File: config.mk
export PLATFORM = sky130hd
export DESIGN_NAME = rf_wr_arb_flat
export DESIGN_NICKNAME = d
export VERILOG_FILES = /design/src/rtl/rf_arb_pkg.sv /design/src/rtl/rf_wr_arb_if.sv /design/src/rtl/rf_wr_fifo.sv /design/src/rtl/rf_wr_arb.sv /design/src/flat_wrapper.sv
export SDC_FILE = /design/constraint.sdc
export NUM_CORES = 1
export LEC_CHECK = 0
export CAP_MARGIN = 20
export CORE_MARGIN = 10
export CORE_UTILIZATION = 35
export CTS_BUF_LIST = sky130_fd_sc_hd__clkbuf_8
export CTS_CLUSTER_SIZE = 12
export DETAILED_ROUTE_END_ITERATION = 10
export PLACE_DENSITY_LB_ADDON = 0.3
export SLEW_MARGIN = 20
export SYNTH_ARGS = -nofsm -noshare
export SYNTH_HDL_FRONTEND = slang
export SYNTH_SLANG_ARGS = --single-unit
File: constraint.sdc
create_clock -name clk -period 5.4 [get_ports clk]
set_clock_uncertainty 0.05 [all_clocks]
set_input_delay 1.08 -clock clk [delete_from_list [all_inputs] [get_ports clk]]
set_output_delay 1.08 -clock clk [all_outputs]
set_load 0.005 [all_outputs]
File: src/rtl/rf_arb_pkg.sv
// Shared definitions for the register-file write arbiter: defaults,
// the pending-write record and the arbitration state encoding.
package rf_arb_pkg;

  localparam int DEPTH_DEFAULT        = 2;
  localparam int STARVE_LIMIT_DEFAULT = 4;

  localparam int REG_AW = 5;
  localparam int REG_DW = 32;

  // One pending register-file write.
  typedef struct packed {
    logic [REG_AW-1:0] waddr;
    logic [REG_DW-1:0] wd;
  } wr_req_t;

  // IDLE: nothing pending; PEND: results waiting; STARVE: stall requested.
  typedef enum logic [1:0] {
    ST_IDLE   = 2'd0,
    ST_PEND   = 2'd1,
    ST_STARVE = 2'd2
  } arb_state_t;

  // A write to register 0 is architecturally a no-op.
  function automatic logic wr_active(input logic we, input logic [REG_AW-1:0] addr);
    return we && (addr != '0);
  endfunction

endpackage

File: src/rtl/rf_wr_arb_if.sv
// Bundle of the arbiter's pipeline-side signals. The master side is the
// pipeline (WB stage, multi-cycle unit, ID stage); the slave side is the
// arbiter that owns the register-file write port.
interface rf_wr_arb_if;
  import rf_arb_pkg::*;

  // WB stage write request
  logic              wb_reg_write;
  logic [REG_AW-1:0] wb_waddr;
  logic [REG_DW-1:0] wb_wd;

  // Multi-cycle unit result handshake
  logic              md_valid;
  logic [REG_AW-1:0] md_waddr;
  logic [REG_DW-1:0] md_wd;
  logic              md_ready;

  // ID-stage hazard lookup
  logic [REG_AW-1:0] id_rs;
  logic [REG_AW-1:0] id_rt;
  logic              id_pend_hit;

  // Pipeline back-pressure
  logic              stall_req;

  // Register-file write port
  logic              rf_we;
  logic [REG_AW-1:0] rf_waddr;
  logic [REG_DW-1:0] rf_wd;

  modport master (
    output wb_reg_write, wb_waddr, wb_wd,
    output md_valid, md_waddr, md_wd,
    output id_rs, id_rt,
    input  md_ready, id_pend_hit, stall_req,
    input  rf_we, rf_waddr, rf_wd
  );

  modport slave (
    input  wb_reg_write, wb_waddr, wb_wd,
    input  md_valid, md_waddr, md_wd,
    input  id_rs, id_rt,
    output md_ready, id_pend_hit, stall_req,
    output rf_we, rf_waddr, rf_wd
  );

endinterface

File: src/rtl/rf_wr_fifo.sv
// Pending-result buffer. Entries are kept compacted toward slot 0, so slot 0
// is always the oldest live entry. Each edge the buffer drops the popped head
// and any entry invalidated by a younger WB write to the same register, closes
// the gaps while preserving age order, then appends the pushed entry.
module rf_wr_fifo
  import rf_arb_pkg::*;
#(
  parameter  int DEPTH = DEPTH_DEFAULT,
  localparam int CW    = $clog2(DEPTH + 1)
) (
  input  logic              clk,
  input  logic              rst,
  input  logic              push_i,
  input  wr_req_t           push_req_i,
  input  logic              pop_i,
  input  logic              inv_i,
  input  logic [REG_AW-1:0] inv_addr_i,
  input  logic [REG_AW-1:0] rs_i,
  input  logic [REG_AW-1:0] rt_i,
  output wr_req_t           head_o,
  output logic              head_vld_o,
  output logic [CW-1:0]     count_o,
  output logic [CW-1:0]     count_nxt_o,
  output logic              src_hit_o
);

  wr_req_t          ent_q [DEPTH];
  wr_req_t          ent_d [DEPTH];
  logic [DEPTH-1:0] vld_q;
  logic [DEPTH-1:0] vld_d;
  logic [CW-1:0]    count_q;
  logic [CW-1:0]    count_d;
  logic [DEPTH-1:0] keep;

  // Decide which live entries survive this edge (not popped, not invalidated).
  always_comb begin
    // NOTE: every always_comb output gets a default first so no path can infer a latch.
    keep = '0;
    for (int i = 0; i < DEPTH; i++) begin
      keep[i] = vld_q[i]
              && !(pop_i && (i == 0))
              && !(inv_i && (ent_q[i].waddr == inv_addr_i));
    end
  end

  // Compact surviving entries in age order, then append the new result.
  always_comb begin
    int slot;
    // NOTE: blocking assignments here, because later loop iterations must see the updated slot index.
    slot  = 0;
    vld_d = '0;
    for (int j = 0; j < DEPTH; j++) begin
      ent_d[j] = ent_q[j];
    end
    for (int i = 0; i < DEPTH; i++) begin
      if (keep[i]) begin
        for (int j = 0; j < DEPTH; j++) begin
          if (j == slot) begin
            ent_d[j] = ent_q[i];
            vld_d[j] = 1'b1;
          end
        end
        slot = slot + 1;
      end
    end
    if (push_i) begin
      for (int j = 0; j < DEPTH; j++) begin
        if (j == slot) begin
          ent_d[j] = push_req_i;
          vld_d[j] = 1'b1;
        end
      end
    end
    count_d = CW'(slot) + CW'(push_i);
  end

  // Source-operand lookup over live entries, ignoring the head leaving this cycle.
  always_comb begin
    src_hit_o = 1'b0;
    for (int i = 0; i < DEPTH; i++) begin
      if (vld_q[i] && !(pop_i && (i == 0))) begin
        if (((rs_i != '0) && (ent_q[i].waddr == rs_i)) ||
            ((rt_i != '0) && (ent_q[i].waddr == rt_i))) begin
          src_hit_o = 1'b1;
        end
      end
    end
  end

  // Valid bits and occupancy; reset discards everything pending.
  always_ff @(posedge clk) begin
    // NOTE: non-blocking for all registered state so every flop updates from pre-edge values.
    if (rst) begin
      vld_q   <= '0;
      count_q <= '0;
    end else begin
      vld_q   <= vld_d;
      count_q <= count_d;
    end
  end

  // Entry payload storage.
  always_ff @(posedge clk) begin
    // NOTE: payload is not reset; the valid bits alone decide whether a slot means anything.
    ent_q <= ent_d;
  end

  assign head_o      = ent_q[0];
  assign head_vld_o  = vld_q[0];
  assign count_o     = count_q;
  assign count_nxt_o = count_d;

endmodule

File: src/rtl/rf_wr_arb.sv
// Register-file write-port arbiter. The WB stage always owns the port when it
// writes a nonzero register; results from the multi-cycle unit wait in a small
// buffer and use the port on WB-idle cycles. If WB keeps the port busy while
// the buffer is full, the arbiter asks the pipeline for bubbles.
module rf_wr_arb
  import rf_arb_pkg::*;
#(
  parameter int DEPTH        = DEPTH_DEFAULT,
  parameter int STARVE_LIMIT = STARVE_LIMIT_DEFAULT
) (
  input  logic         clk,
  input  logic         rst,
  rf_wr_arb_if.slave   bus
);

  localparam int              CW         = $clog2(DEPTH + 1);
  localparam int              SW         = $clog2(STARVE_LIMIT + 1);
  localparam logic [CW-1:0]   FULL_CNT   = CW'(DEPTH);
  localparam logic [SW-1:0]   STARVE_MAX = SW'(STARVE_LIMIT);

  logic          wb_active;
  logic          full;
  logic          md_ready_w;
  logic          push;
  logic          pop;
  logic          inv;
  wr_req_t       md_req;
  wr_req_t       head;
  logic          head_vld;
  logic [CW-1:0] count;
  logic [CW-1:0] count_nxt;
  logic          src_hit;

  logic [SW-1:0] starve_q;
  logic [SW-1:0] starve_d;
  arb_state_t    state_q;
  arb_state_t    state_d;

  assign wb_active  = wr_active(bus.wb_reg_write, bus.wb_waddr);
  assign full       = (count == FULL_CNT);
  // Readiness follows registered occupancy only; a same-cycle pop does not help.
  assign md_ready_w = !rst && (count < FULL_CNT);
  // Results for register 0 are accepted and dropped.
  assign push       = md_ready_w && bus.md_valid && (bus.md_waddr != '0);
  assign pop        = !rst && !wb_active && head_vld;
  // A WB write is younger than anything pending for the same register.
  assign inv        = !rst && wb_active;
  assign md_req     = '{waddr: bus.md_waddr, wd: bus.md_wd};

  rf_wr_fifo #(
    .DEPTH (DEPTH)
  ) u_fifo (
    .clk         (clk),
    .rst         (rst),
    .push_i      (push),
    .push_req_i  (md_req),
    .pop_i       (pop),
    .inv_i       (inv),
    .inv_addr_i  (bus.wb_waddr),
    .rs_i        (bus.id_rs),
    .rt_i        (bus.id_rt),
    .head_o      (head),
    .head_vld_o  (head_vld),
    .count_o     (count),
    .count_nxt_o (count_nxt),
    .src_hit_o   (src_hit)
  );

  // Write-port mux: WB first, then the buffer head, otherwise idle zeros.
  always_comb begin
    bus.rf_we    = 1'b0;
    bus.rf_waddr = '0;
    bus.rf_wd    = '0;
    if (!rst) begin
      if (wb_active) begin
        bus.rf_we    = 1'b1;
        bus.rf_waddr = bus.wb_waddr;
        bus.rf_wd    = bus.wb_wd;
      end else if (head_vld) begin
        bus.rf_we    = 1'b1;
        bus.rf_waddr = head.waddr;
        bus.rf_wd    = head.wd;
      end
    end
  end

  // Starvation count: consecutive cycles the buffer is full while WB holds the port.
  always_comb begin
    starve_d = '0;
    if (full && wb_active) begin
      starve_d = (starve_q == STARVE_MAX) ? starve_q : starve_q + SW'(1);
    end
  end

  // Arbitration state transitions, evaluated on next-cycle occupancy.
  always_comb begin
    state_d = state_q;
    case (state_q)
      ST_IDLE: begin
        if (count_nxt != '0) state_d = ST_PEND;
      end
      ST_PEND: begin
        if (count_nxt == '0) begin
          state_d = ST_IDLE;
        end else if ((starve_d == STARVE_MAX) && (count_nxt == FULL_CNT)) begin
          state_d = ST_STARVE;
        end
      end
      ST_STARVE: begin
        if (count_nxt != FULL_CNT) begin
          state_d = (count_nxt == '0) ? ST_IDLE : ST_PEND;
        end
      end
      default: state_d = ST_IDLE;
    endcase
  end

  // State and starvation counter registers.
  always_ff @(posedge clk) begin
    if (rst) begin
      state_q  <= ST_IDLE;
      starve_q <= '0;
    end else begin
      state_q  <= state_d;
      starve_q <= starve_d;
    end
  end

  assign bus.md_ready    = md_ready_w;
  assign bus.id_pend_hit = !rst && src_hit;
  assign bus.stall_req   = !rst && (state_q == ST_STARVE);

endmodule

File: src/flat_wrapper.sv
// flat-port wrapper written by rule: the top's interface ports become plain ports
module rf_wr_arb_flat import rf_arb_pkg::*;
#(
  parameter int DEPTH        = DEPTH_DEFAULT,
  parameter int STARVE_LIMIT = STARVE_LIMIT_DEFAULT
)
  (clk, rst, bus_wb_reg_write, bus_wb_waddr, bus_wb_wd, bus_md_valid, bus_md_waddr, bus_md_wd, bus_id_rs, bus_id_rt, bus_md_ready, bus_id_pend_hit, bus_stall_req, bus_rf_we, bus_rf_waddr, bus_rf_wd);
  rf_wr_arb_if bus_i ();
  input  logic clk;
  input  logic rst;
  input wire logic [$bits(bus_i.wb_reg_write)-1:0] bus_wb_reg_write;
  input wire logic [$bits(bus_i.wb_waddr)-1:0] bus_wb_waddr;
  input wire logic [$bits(bus_i.wb_wd)-1:0] bus_wb_wd;
  input wire logic [$bits(bus_i.md_valid)-1:0] bus_md_valid;
  input wire logic [$bits(bus_i.md_waddr)-1:0] bus_md_waddr;
  input wire logic [$bits(bus_i.md_wd)-1:0] bus_md_wd;
  input wire logic [$bits(bus_i.id_rs)-1:0] bus_id_rs;
  input wire logic [$bits(bus_i.id_rt)-1:0] bus_id_rt;
  output wire logic [$bits(bus_i.md_ready)-1:0] bus_md_ready;
  output wire logic [$bits(bus_i.id_pend_hit)-1:0] bus_id_pend_hit;
  output wire logic [$bits(bus_i.stall_req)-1:0] bus_stall_req;
  output wire logic [$bits(bus_i.rf_we)-1:0] bus_rf_we;
  output wire logic [$bits(bus_i.rf_waddr)-1:0] bus_rf_waddr;
  output wire logic [$bits(bus_i.rf_wd)-1:0] bus_rf_wd;
  assign bus_i.wb_reg_write = bus_wb_reg_write;
  assign bus_i.wb_waddr = bus_wb_waddr;
  assign bus_i.wb_wd = bus_wb_wd;
  assign bus_i.md_valid = bus_md_valid;
  assign bus_i.md_waddr = bus_md_waddr;
  assign bus_i.md_wd = bus_md_wd;
  assign bus_i.id_rs = bus_id_rs;
  assign bus_i.id_rt = bus_id_rt;
  assign bus_md_ready = bus_i.md_ready;
  assign bus_id_pend_hit = bus_i.id_pend_hit;
  assign bus_stall_req = bus_i.stall_req;
  assign bus_rf_we = bus_i.rf_we;
  assign bus_rf_waddr = bus_i.rf_waddr;
  assign bus_rf_wd = bus_i.rf_wd;
  rf_wr_arb #(.DEPTH(DEPTH), .STARVE_LIMIT(STARVE_LIMIT)) u_core (.clk(clk), .rst(rst), .bus(bus_i));
endmodule
==> results.sh, run 1 <==
export IMPL_status="completed"
export IMPL_start_util=0.3539
export IMPL_drtIter0Drc=181
export IMPL_dpl_cell_area_um2=5866
export IMPL_core_um2=12520
export IMPL_grt_pass1_vias=3985
export IMPL_period_share=0.8844
export IMPL_die_width_um=132.5
export IMPL_critPathMaxFanout=37
export IMPL_crit_path_frequent_cell="clkdlybuf4s50_1"
export IMPL_synth_compound_area_share=0.1986
export IMPL_r2r_end="u_core.state_q[0]"
export IMPL_grt_usage=0.1396
export IMPL_hpwl_um=8601
export IMPL_crit_type="in2out"
export IMPL_area_growth_pct=36.86
export IMPL_grt_max_degree=75
export IMPL_yosysUniqueCellTypes=40
export IMPL_cts_tree="yes"
export IMPL_htree_levels=3
export IMPL_routedWlPerCell_um=17.07
export IMPL_start_kind="primary input"
export IMPL_crit_path_end_kind="primary output"
export IMPL_setup_viol=0
export IMPL_clkPwrFrac=0.289
export IMPL_fin_area_um2=6062
export IMPL_finalCriticalPeriod_ns=4.776
export IMPL_powerDensity_nw_per_um2=256.3
export IMPL_cts_sinks=83
export IMPL_final_seq_area_um2=2032
export IMPL_antenna_cells=0
export IMPL_yosys_area_share_xor_xnor=0.05932
export IMPL_drive_gt1_frac=0.04930
export IMPL_cp_startpoint="bus_wb_waddr[3]"
export IMPL_crit_chain="clkdlybuf4s50_1 -> or4_4 -> o21a_1 -> nor3_4 -> buf_4 -> a22o_1 -> clkdlybuf4s50_1"
export IMPL_final_max_slew_violation_count=0
export IMPL_maxCapViolations=0
export IMPL_final_common_cell="clkdlybuf4s50_1"
export IMPL_worstHoldPathType="reg2reg"
export IMPL_crit_arrival_ns=3.65
export IMPL_cts_resized=0
export IMPL_syn_cell_area_um2=4429
export IMPL_pin_count=129
export IMPL_fill_cells=1241
export IMPL_rows=41
export IMPL_dr_pass1_iters=4
export IMPL_p_seq_frac=0.504
export IMPL_die_area_um2=17550
export IMPL_rr_worst_depth=9
export IMPL_rrSetupSlack_ns=2.31
export IMPL_critPathSlowestCell="or4_4"
export IMPL_reg2reg_from="u_core.u_fifo.ent_q[36]"
export IMPL_cts_clk_slew_worst_paths_ns=0.08
export IMPL_cts_path_max_buffers=2
export IMPL_synthAdderAreaFrac=0.01864
export IMPL_cts_buffers=9
export IMPL_synth_edf_count=37
export IMPL_switchingPower_mw=0.4103
export IMPL_num_vias=3819
export IMPL_synth_simple_area_share=0.2167
export IMPL_via_per_inst=5.161
export IMPL_hold_ws_ns=0.4437
export IMPL_synth_seq_cells=83
export IMPL_leakage_nw=2.156
export IMPL_syn_nets=546
export IMPL_fin_tns_setup_ns=0
export IMPL_synth_warnings=0
export IMPL_cts_setup_buffers=0
export IMPL_die_y_um=132.5
export IMPL_grt_pass1_wl_um=20560
export IMPL_syn_avg_cell_area_um2=9.799
export IMPL_cpPeakStageDelay_ns=0.60
export IMPL_cp_endpoint="bus_rf_wd[21]"
export IMPL_cp_required_ns=4.27
export IMPL_numPortBuffers=128
export IMPL_place_ws_ns=0.6242
export IMPL_p_int_mw=1.143
export IMPL_combPwrFrac=0.207
export IMPL_layout_common_cells="clkdlybuf4s50_1 (128), dfxtp_1 (46), nor2_1 (42)"
export IMPL_max_freq_mhz=209.4
export IMPL_final_util=0.4843
export IMPL_cts_hold_buf=0
export IMPL_route_detailed_drc=0
export IMPL_tightest_slew_ns=0.9705
export IMPL_num_nets_final=657
export IMPL_gp_congestion=0.8386
export IMPL_cts_root_buf="clkbuf_8"
export IMPL_synth_async_reset_ratio=0
export IMPL_synthCells=452
export IMPL_vdd_ir_drop_max_v=0.0001269
export IMPL_slew_headroom=0.3515
export IMPL_wirelength_um=12630
export IMPL_clk_latency_ns=0.35
export IMPL_synth_top_family_by_area="simple AND/OR/NAND/NOR gates"
export IMPL_finalHoldViolations=0
export IMPL_ant_nets=0
export IMPL_synth_ff_type="dfxtp_1"
export IMPL_p_sw_frac=0.2641
export IMPL_rsz0062_at_grt="false"
export IMPL_ys_seq_area_frac=0.4588
export IMPL_multi_input_area_um2=2231
export IMPL_setup_ws_ns=0.6244
export IMPL_grt_ovfl_total=0
export IMPL_antenna_found_initial=0
export IMPL_synth_mux_area_frac=0.002260
## how the worst min path moves through the flow
stage / startpoint / end / slack, ns / cells past startpoint
global route: u_core.u_fifo.head_o[22] / u_core.u_fifo.head_o[22] / 0.47 / 2
detailed placement: u_core.u_fifo.head_o[22] / u_core.u_fifo.head_o[22] / 0.44 / 2
finish: u_core.u_fifo.head_o[22] / u_core.u_fifo.head_o[22] / 0.44 / 2
CTS: u_core.u_fifo.head_o[22] / u_core.u_fifo.head_o[22] / 0.45 / 2
global placement: u_core.u_fifo.head_o[22] / u_core.u_fifo.head_o[22] / 0.43 / 2
floorplan: u_core.u_fifo.head_o[0] / u_core.u_fifo.head_o[0] / 0.42 / 2
## power by group through the flow
stage	Combinational (mW)	Sequential, mW	Clock (mW)
3_5_place_dp	0.321	0.797	0
5_1_grt	0.358	0.793	0.491
6_report	0.321	0.784	0.449
4_1_cts	0.324	0.784	0.459
3_3_place_gp	0.313	0.798	0
2_1_floorplan	0.180	0.769	0
## synth_stat cells (2+ instances only)
cell type / n / area share
buf_2: 3 / 0.0034
a2111oi_0: 2 / 0.0040
nor2b_1: 4 / 0.0056
nor2_1: 43 / 0.036
dfxtp_1: 46 / 0.21
or3b_1: 34 / 0.067
or4_1: 3 / 0.0051
clkbuf_1: 28 / 0.024
nand3_1: 6 / 0.0068
a31oi_1: 34 / 0.048
nor3_1: 2 / 0.0023
nand2_1: 6 / 0.0051
ha_1: 5 / 0.014
xor2_1: 16 / 0.032
a21oi_1: 6 / 0.0068
and2_1: 38 / 0.054
and3_1: 2 / 0.0028
xnor2_1: 14 / 0.028
buf_6: 4 / 0.010
o21ai_0: 39 / 0.044
edfxtp_1: 37 / 0.25
o21a_1: 4 / 0.0068
a22o_1: 37 / 0.073
nand3b_1: 2 / 0.0034
nor3b_1: 6 / 0.010
inv_1: 9 / 0.0076
nand2b_1: 3 / 0.0042
o211a_1: 2 / 0.0045
o31a_1: 2 / 0.0040
nor4_1: 5 / 0.0071
## cells by family (layout without fill, tap and decap cells)
family / Yosys count / in the layout
AND/OR/NAND/NOR: 157 / 157
adder cells (fa/ha/maj): 6 / 6
AO/OA/AOI/OAI: 130 / 130
flip-flops: 83 / 83
buffers and inverters: 45 / 161
XOR/XNOR: 30 / 30
multiplexers: 1 / 1
## stage by stage
stage,power [mW],instances
after global routing,1.642,740
after floorplan,0.9496,452
after CTS,1.566,740
final,1.554,740
after detailed placement,1.118,724
after global placement,1.111,724
## final cells by class
cell class              instances  area share
multi-input cells             324      0.3680
clock buffers                  11     0.02497
clock inverters                 5    0.007430
repair buffers                136      0.2233
flip-flops and latches         83      0.3352
well taps                     172     0.03550
inverters                       9    0.005573
## critical path: cells and delay by family
| kind | cells | cell delay (ns) |
|---|---|---|
| buffers and inverters | 3 | 1.42 |
| and+or+nand+nor | 2 | 0.70 |
| AOI/OAI and AO/OA | 2 | 0.42 |
## metal layers
layer	up-vias	global-route usage	wire (µm)
met2	114	0.2189	5703
met5	-	0	0
li1	1893	-	-
met1	1803	0.1828	6048
met4	0	0.04034	110
met3	9	0.03936	771
## registers in the layout, summed over array words and instances (netlist names)
signal and count:
u_core.u_fifo.count_o 2, u_core.starve_q 3, u_core.u_fifo.head_o 37, u_core.state_q 2, u_core.u_fifo.ent_q 37, u_core.u_fifo.vld_q 2
Note: power is estimated with default switching activity, not from simulation.
==> inputs of run 2 (changes only) <==
- SKIP_LAST_GASP: not set -> 1
==> results of run 2 <==
Final layout, timing and power as in run 1 (identical DEF).
